==> config.mk <==
export PLATFORM = sky130hd
export DESIGN_NAME = ddr_clear_seq
export DESIGN_NICKNAME = d
export VERILOG_FILES = /design/src/rtl/ddr_clear_seq.sv
export SDC_FILE = /design/constraint.sdc
export NUM_CORES = 1
export LEC_CHECK = 0
export ABC_AREA = 1
export BUFFER_PORTS_ARGS = -buffer_cell sky130_fd_sc_hd__buf_2
export CAP_MARGIN = 25
export CORE_UTILIZATION = 30
export DETAILED_ROUTE_END_ITERATION = 7
export GPL_ROUTABILITY_DRIVEN = 0
export GPL_TIMING_DRIVEN = 0
export PLACE_DENSITY = 0.55
export SETUP_SLACK_MARGIN = 0.2
export SLEW_MARGIN = 5
export SYNTH_ARGS = -nofsm -noshare
export SYNTH_HDL_FRONTEND = slang
export SYNTH_SLANG_ARGS = --single-unit
==> constraint.sdc <==
create_clock -name clk -period 7.6 [get_ports clk]
set_clock_uncertainty 0.15 [all_clocks]
set_input_delay 1.52 -clock clk [delete_from_list [all_inputs] [get_ports clk]]
set_output_delay 1.52 -clock clk [all_outputs]
set_load 0.01 [all_outputs]
==> src/rtl/ddr_clear_seq.sv <==
// Burst-write sequencer that fills a DDR3 region with a fixed or address-tagged
// pattern through the DDRAM Avalon-style write port.
module ddr_clear_seq #(
    parameter logic [28:0] BASE_ADDR = 29'h0000000,
    parameter logic [29:0] WORDS     = 30'd4194304,
    parameter int unsigned BURST     = 8,
    parameter logic [63:0] PATTERN   = 64'h0,
    parameter bit          ADDR_DATA = 1'b0
) (
    input  logic        clk,
    input  logic        reset,
    input  logic        start,
    output logic        busy,
    output logic        done,
    input  logic        DDRAM_BUSY,
    output logic [7:0]  DDRAM_BURSTCNT,
    output logic [28:0] DDRAM_ADDR,
    output logic [63:0] DDRAM_DIN,
    output logic [7:0]  DDRAM_BE,
    output logic        DDRAM_WE,
    output logic        DDRAM_RD
);

    localparam int unsigned AW = 29;
    localparam int unsigned RW = 30;
    localparam int unsigned CW = 8;
    localparam int unsigned DW = 64;

    localparam logic [DW-1:0] DIN_RST = ADDR_DATA ? '0 : PATTERN;

    typedef enum logic [1:0] {
        S_IDLE  = 2'd0,
        S_WRITE = 2'd1,
        S_GAP   = 2'd2,
        S_DONE  = 2'd3
    } state_t;

    state_t state_q, state_d;

    logic [RW-1:0] remaining_q, remaining_d;
    logic [CW-1:0] beat_cnt_q,  beat_cnt_d;
    logic [AW-1:0] beat_addr_q, beat_addr_d;

    logic          we_d;
    logic [CW-1:0] burstcnt_d;
    logic [AW-1:0] addr_d;
    logic [DW-1:0] din_d;
    logic          busy_d;
    logic          done_d;

    logic accept;
    logic last_beat;
    logic last_word;

    // Beat count of a burst: whatever is left, capped at BURST.
    function automatic logic [CW-1:0] burst_len(input logic [RW-1:0] rem);
        return (rem < RW'(BURST)) ? CW'(rem) : CW'(BURST);
    endfunction

    function automatic logic [DW-1:0] beat_data(input logic [AW-1:0] a);
        return ADDR_DATA ? {35'b0, a} : PATTERN;
    endfunction

    assign accept    = DDRAM_WE && !DDRAM_BUSY;
    assign last_beat = accept && (beat_cnt_q == CW'(1));
    assign last_word = (remaining_q == RW'(1));

    assign DDRAM_BE = 8'hFF;
    assign DDRAM_RD = 1'b0;

    // State register.
    always_ff @(posedge clk or posedge reset) begin
        if (reset) begin
            state_q <= S_IDLE;
        end else begin
            state_q <= state_d;
        end
    end

    // Next-state logic.
    always_comb begin
        state_d = state_q;
        case (state_q)
            S_IDLE, S_DONE: begin
                if (start) begin
                    state_d = (WORDS == '0) ? S_DONE : S_WRITE;
                end
            end
            S_WRITE: begin
                if (last_beat) begin
                    state_d = last_word ? S_DONE : S_GAP;
                end
            end
            S_GAP:   state_d = S_WRITE;
            default: state_d = S_IDLE;
        endcase
    end

    // Next values of the registered bus outputs and the fill counters.
    always_comb begin
        we_d        = DDRAM_WE;
        burstcnt_d  = DDRAM_BURSTCNT;
        addr_d      = DDRAM_ADDR;
        din_d       = DDRAM_DIN;
        busy_d      = busy;
        done_d      = done;
        remaining_d = remaining_q;
        beat_cnt_d  = beat_cnt_q;
        beat_addr_d = beat_addr_q;
        case (state_q)
            S_IDLE, S_DONE: begin
                if (start) begin
                    done_d = (WORDS == '0);
                    if (WORDS != '0) begin
                        busy_d      = 1'b1;
                        we_d        = 1'b1;
                        burstcnt_d  = burst_len(WORDS);
                        beat_cnt_d  = burst_len(WORDS);
                        addr_d      = BASE_ADDR;
                        beat_addr_d = BASE_ADDR;
                        remaining_d = WORDS;
                        din_d       = beat_data(BASE_ADDR);
                    end
                end
            end
            S_WRITE: begin
                if (accept) begin
                    beat_cnt_d  = beat_cnt_q - CW'(1);
                    remaining_d = remaining_q - RW'(1);
                    beat_addr_d = beat_addr_q + AW'(1);
                    din_d       = beat_data(beat_addr_q + AW'(1));
                    if (last_beat) begin
                        we_d = 1'b0;
                        if (last_word) begin
                            busy_d = 1'b0;
                            done_d = 1'b1;
                        end
                    end
                end
            end
            S_GAP: begin
                // Next burst starts where the data address has advanced to.
                we_d       = 1'b1;
                burstcnt_d = burst_len(remaining_q);
                beat_cnt_d = burst_len(remaining_q);
                addr_d     = beat_addr_q;
            end
            default: ;
        endcase
    end

    // Output and datapath registers.
    always_ff @(posedge clk or posedge reset) begin
        if (reset) begin
            DDRAM_WE       <= 1'b0;
            DDRAM_BURSTCNT <= '0;
            DDRAM_ADDR     <= '0;
            DDRAM_DIN      <= DIN_RST;
            busy           <= 1'b0;
            done           <= 1'b0;
            remaining_q    <= '0;
            beat_cnt_q     <= '0;
            beat_addr_q    <= '0;
        end else begin
            DDRAM_WE       <= we_d;
            DDRAM_BURSTCNT <= burstcnt_d;
            DDRAM_ADDR     <= addr_d;
            DDRAM_DIN      <= din_d;
            busy           <= busy_d;
            done           <= done_d;
            remaining_q    <= remaining_d;
            beat_cnt_q     <= beat_cnt_d;
            beat_addr_q    <= beat_addr_d;
        end
    end

endmodule
# After elaboration in Yosys (flattened, before gate mapping)
# Cells that the tools add are included.
# op_classes
eq_ne,9
n_reduce_logical,13
addsub,3
mux,32
n_lt_le_gt_ge,1
# ops
operator,count
64-bit two-way mux,2
64-bit one-hot mux with 2 select lines,1
29-bit one-hot mux with 2 select lines,2
30-bit two-way mux,2
30-bit one-hot mux with 2 select lines,1
29-bit two-way mux,2
"30-bit by 1-bit equality test with 1-bit output, second input constant",1
"30-bit by 4-bit less-than comparator with 1-bit output, second input constant",1
"30-bit by 1-bit subtractor with 30-bit output, second input constant",1
"29-bit by 1-bit adder with 29-bit output, second input constant",1
8-bit two-way mux,3
8-bit one-hot mux with 3 select lines,1
8-bit one-hot mux with 2 select lines,1
1-bit two-way mux,11
"8-bit by 1-bit equality test with 1-bit output, second input constant",1
"2-bit != test, second input constant",4
"8-bit by 1-bit subtractor with 8-bit output, second input constant",1
2-bit one-hot mux with 3 select lines,1
2-bit AND reduction,3
3-bit AND reduction,2
5-bit AND reduction,1
"2-bit equality test, second input constant",2
2-bit two-way mux,2
1-bit one-hot mux with 2 select lines,2
other kinds (7),9
# totals
ff_bits,173
output_inout_bits,113
elab_cells,68

# Longest topological paths before layout
# depth
ltp_word,6
mapped_depth,12
mapped_depth_nobuf,12

# Worst setup path before layout
# No wires, ideal clock.
# synth_path
path_type,input -> register
from,input DDRAM_BUSY
to,register beat_addr_q[5]
path_slack_ps,4936
arrival_ps,2380
stages,8
setup_time_ps,134
cell_sequence,inv_1 nand2_1 nand2_1 nand3_4 buf_6 buf_2 nor4_1 nor3_1
# synth_via
elab_chain_cells,4
# synth_lines
item,line_no,text
from (decl),15,"input logic DDRAM_BUSY,"
1-bit logical NOT,64,assign accept = DDRAM_WE && !DDRAM_BUSY;
1-bit logical AND,64,
2-bit != test (no source line),--,
3-bit AND reduction (no source line),--,
to (signal assigned),173,beat_addr_q <= beat_addr_d;
to (decl),42,"logic [AW-1:0] beat_addr_q, beat_addr_d;"
# Every way passes these cells.
# A chain may end at the register's enable or synchronous reset.

# Final worst setup path
# layout_path
from,input start
to,register beat_addr_q[8]
# layout_via
elab_chain_cells,2
# layout_lines
item,line_no,text
from (decl),12,"input logic start,"
2-bit != test (no source line),--,
3-bit AND reduction (no source line),--,
# Every way passes these cells.

==> flow_metrics.py <==
metrics = {
    "die": {
        "io_pins": 117,
        "rows": 52,
        "dieArea_sq_um": 21800,
        "die_w_microns": 148,
        "die-height_microns": 148,
        "initial_core_util": 0.310,
        "fp.coreArea_sq_um": 20500,
    },
    "detailed_routing": {
        "wl_mm": 15.6,
        "wl_met2_mm": 7.27,
        "met3_length_microns": 599,
        "via_per_inst": 4.26,
        "top_layer": "met4",
        "first_iter_violations": 373,
        "m1WireLength_mm": 7.56,
        "drt.antenna.violating_nets": 0,
        "post-route-drc-count": 0,
        "wl_per_cell_microns": 12.2,
        "vias": 5467,
        "firstDrtPassIters": 4,
    },
    "cells_and_area": {
        "layout-drive-gt1-share": 0.163,
        "final_cell_area_sq_um": 7500,
        "diodes": 0,
        "n_fill_cell": 2224,
        "areaGrowthSynthToFinish_pct": 18.0,
        "layout.nets": 1019,
    },
    "place": {
        "place_ws_ns": 4.22,
        "dpl_cell_area_sq_um": 7210,
        "portBuffers": 43,
        "dpl.hpwl_mm": 11.7,
    },
    "clock_tree": {
        "hold_buffers": 0,
        "clkLatencyLatePin_ns": 0.36,
        "cts_inserted_buffers": 9,
        "htree_levels": 3,
        "numClockSinks": 109,
        "clockRootBuffer": "clkbuf_16",
        "clkTransAtPathRegs_ns": 0.07,
        "cts_setup_buffers": 0,
        "cts_resized": 0,
        "cts_tree": "built",
        "ctsLongestPathBuffers": 2,
    },
    "status": {
        "status": "complete, no violations",
    },
    "sta": {
        "period_share": 0.392,
        "hold_viol_final": 0,
        "worst_pin_slew_ns": 0.644,
        "post-route-min-period_ns": 2.98,
        "slew_headroom": 0.570,
        "max_freq_ghz": 0.336,
        "fin_tns_setup_ns": 0,
        "slew_viol_final": 0,
        "finalWorstSetupSlack_ns": 4.62,
        "rsz0062_at_grt": "false",
        "final-setup-viol-count": 0,
    },
    "grt": {
        "antenna_found_initial": 0,
        "grt_max_degree": 71,
        "gr-total-overflow": 0,
        "grt_pass1_wl_mm": 25.3,
        "grt_usage": 0.147,
        "grt_pass1_vias": 4977,
    },
    "worst_setup_path": {
        "crit_path_end_kind": "flip-flop",
        "r2r_slack_ns": 5.11,
        "cp-start-kind": "input pin",
        "critPathRequiredTime_ns": 7.70,
        "path_class": "input pin to flip-flop",
        "arrival_ns": 3.08,
        "crit_path_max_fanout": 10,
    },
    "logic_synthesis": {
        "synth_area_per_cell_sq_um": 7.21,
        "yosysWarnings": 0,
        "synth.distinct_cells": 30,
        "synth_cells": 882,
        "synth_seq_cells": 109,
        "ys_seq_area_frac": 0.429,
        "synthTopCellsByArea": "dfrtp_1 (43%), nand2_1 (13%), buf_4 (8.7%), nor2_1 (7.6%), inv_1 (6.7%)",
        "synth_top_area_share": 0.429,
        "synth_area_sq_um": 6360,
        "yosysTopAreaCell": "dfrtp_1",
    },
    "power": {
        "ir_drop_mv": 0.149,
        "p_leak_nw": 3.95,
        "finalPower_mw": 2.52,
        "powerDensity_nw_per_um2": 335,
    },
    "worst_hold_path": {
        "hp-class": "flip-flop to flip-flop",
    },
    "run": {
        "maxCapViolations": 0,
    },
}
[metal layers]
metal	global-route usage	up-vias
met5	0	-
met1	0.197	2485
met3	0.0340	13
met4	0.0304	0
met2	0.240	99
li1	-	2870
[cell usage in the layout (no fill, tap or decap), drive strengths merged]
cell type and count:
and3 1, conb 73, o21a 1, nand3 46, clkbuf 14, nor2 137
inv 119, o22ai 2, dfrtp 109, buf 131, clkinvlp 1, or2 1
xor2 1, a21oi 25, ha 7, nor4 1, nor3 22, nand2 224
a31oi 6, nand4 20, o21ai 70, clkinv 2
[report_power, final]
group	switching, mW	total [mW]	internal (mW)	leakage (nW)
combinational	0.884	1.26	0.376	2.33
clock	0.233	0.478	0.245	0.144
sequential	0.0908	0.778	0.687	1.48
[worst paths after layout]
path | startpoint | endpoint | cells past startpoint
min in group asynchronous | reset | DDRAM_BURSTCNT[6] | 2
min | DDRAM_ADDR[14] | DDRAM_ADDR[14] | 2
max reg2reg | state_q[0] | beat_addr_q[8] | 9
max in group asynchronous | reset | DDRAM_ADDR[23] | 3
max | start | beat_addr_q[8] | 8
min reg2reg | DDRAM_ADDR[14] | DDRAM_ADDR[14] | 2
[cells in the mapped netlist]
library cell and instances:
xor2_1 1, inv_2 3, buf_4 74, nand4_1 20
nor2_2 8, nor2_4 1, clkbuf_1 3, nor3_2 1
a31oi_1 6, dfrtp_1 109, or2_2 1, nand3_4 1
and3_1 1, o21a_1 1, inv_1 114, conb_1 2
nand2_1 220, nand3_1 45, o21ai_0 64, buf_6 5
nor3_1 21, ha_1 7, a21oi_1 25, buf_1 2
nand2_2 4, nor4_1 1, o21ai_1 6, nor2_1 128
o22ai_1 2, buf_2 6
[critical path, stage by stage]
cell	delay (ns)
buf_2	0.10
nand2_1	0.10
nor2_2	0.51
inv_1	0.11
clkbuf_1	0.29
buf_2	0.30
nand2_1	0.09
nor2_1	0.04
[flip-flops by register name, indices dropped and copies added, names as in the netlist]
register	count
DDRAM_ADDR	29
DDRAM_BURSTCNT	8
DDRAM_WE	1
beat_addr_q	29
beat_cnt_q	8
busy	1
done	1
remaining_q	30
state_q	2
[cell type report]
type / instances / area [sq um] / area share
plain buffers: 90 / 661 / 0.0880
clock buffers: 11 / 253 / 0.0337
clock inverters: 5 / 41.3 / 0.00550
inverters: 117 / 444 / 0.0592
multi-input cells: 637 / 2800 / 0.373
flip-flops and latches: 109 / 2730 / 0.363
well taps: 270 / 338 / 0.0450
repair buffers: 44 / 243 / 0.0323
[stage by stage]
step           utilization  instances  hold WS, ns
6_report             0.366       1283        0.326
5_1_grt              0.366       1283        0.347
4_1_cts              0.366       1283        0.329
3_5_place_dp         0.352       1267        0.310
3_3_place_gp         0.350       1266        0.301
2_1_floorplan            -        953        0.299
[cells by family (layout without fill, tap and decap cells)]
kind of cell,count (synthesis),count (layout),synth area share
adders and majority gates,7,7,0.0138
xor gates and xnor gates,1,1,0.00138
and+or+nand+nor,452,452,0.298
buffers and inverters,207,267,0.173
AOI/OAI and AO/OA,104,104,0.0838
DFF,109,109,0.429
other,2,73,0.00118
(Power assumes the default switching activity.)
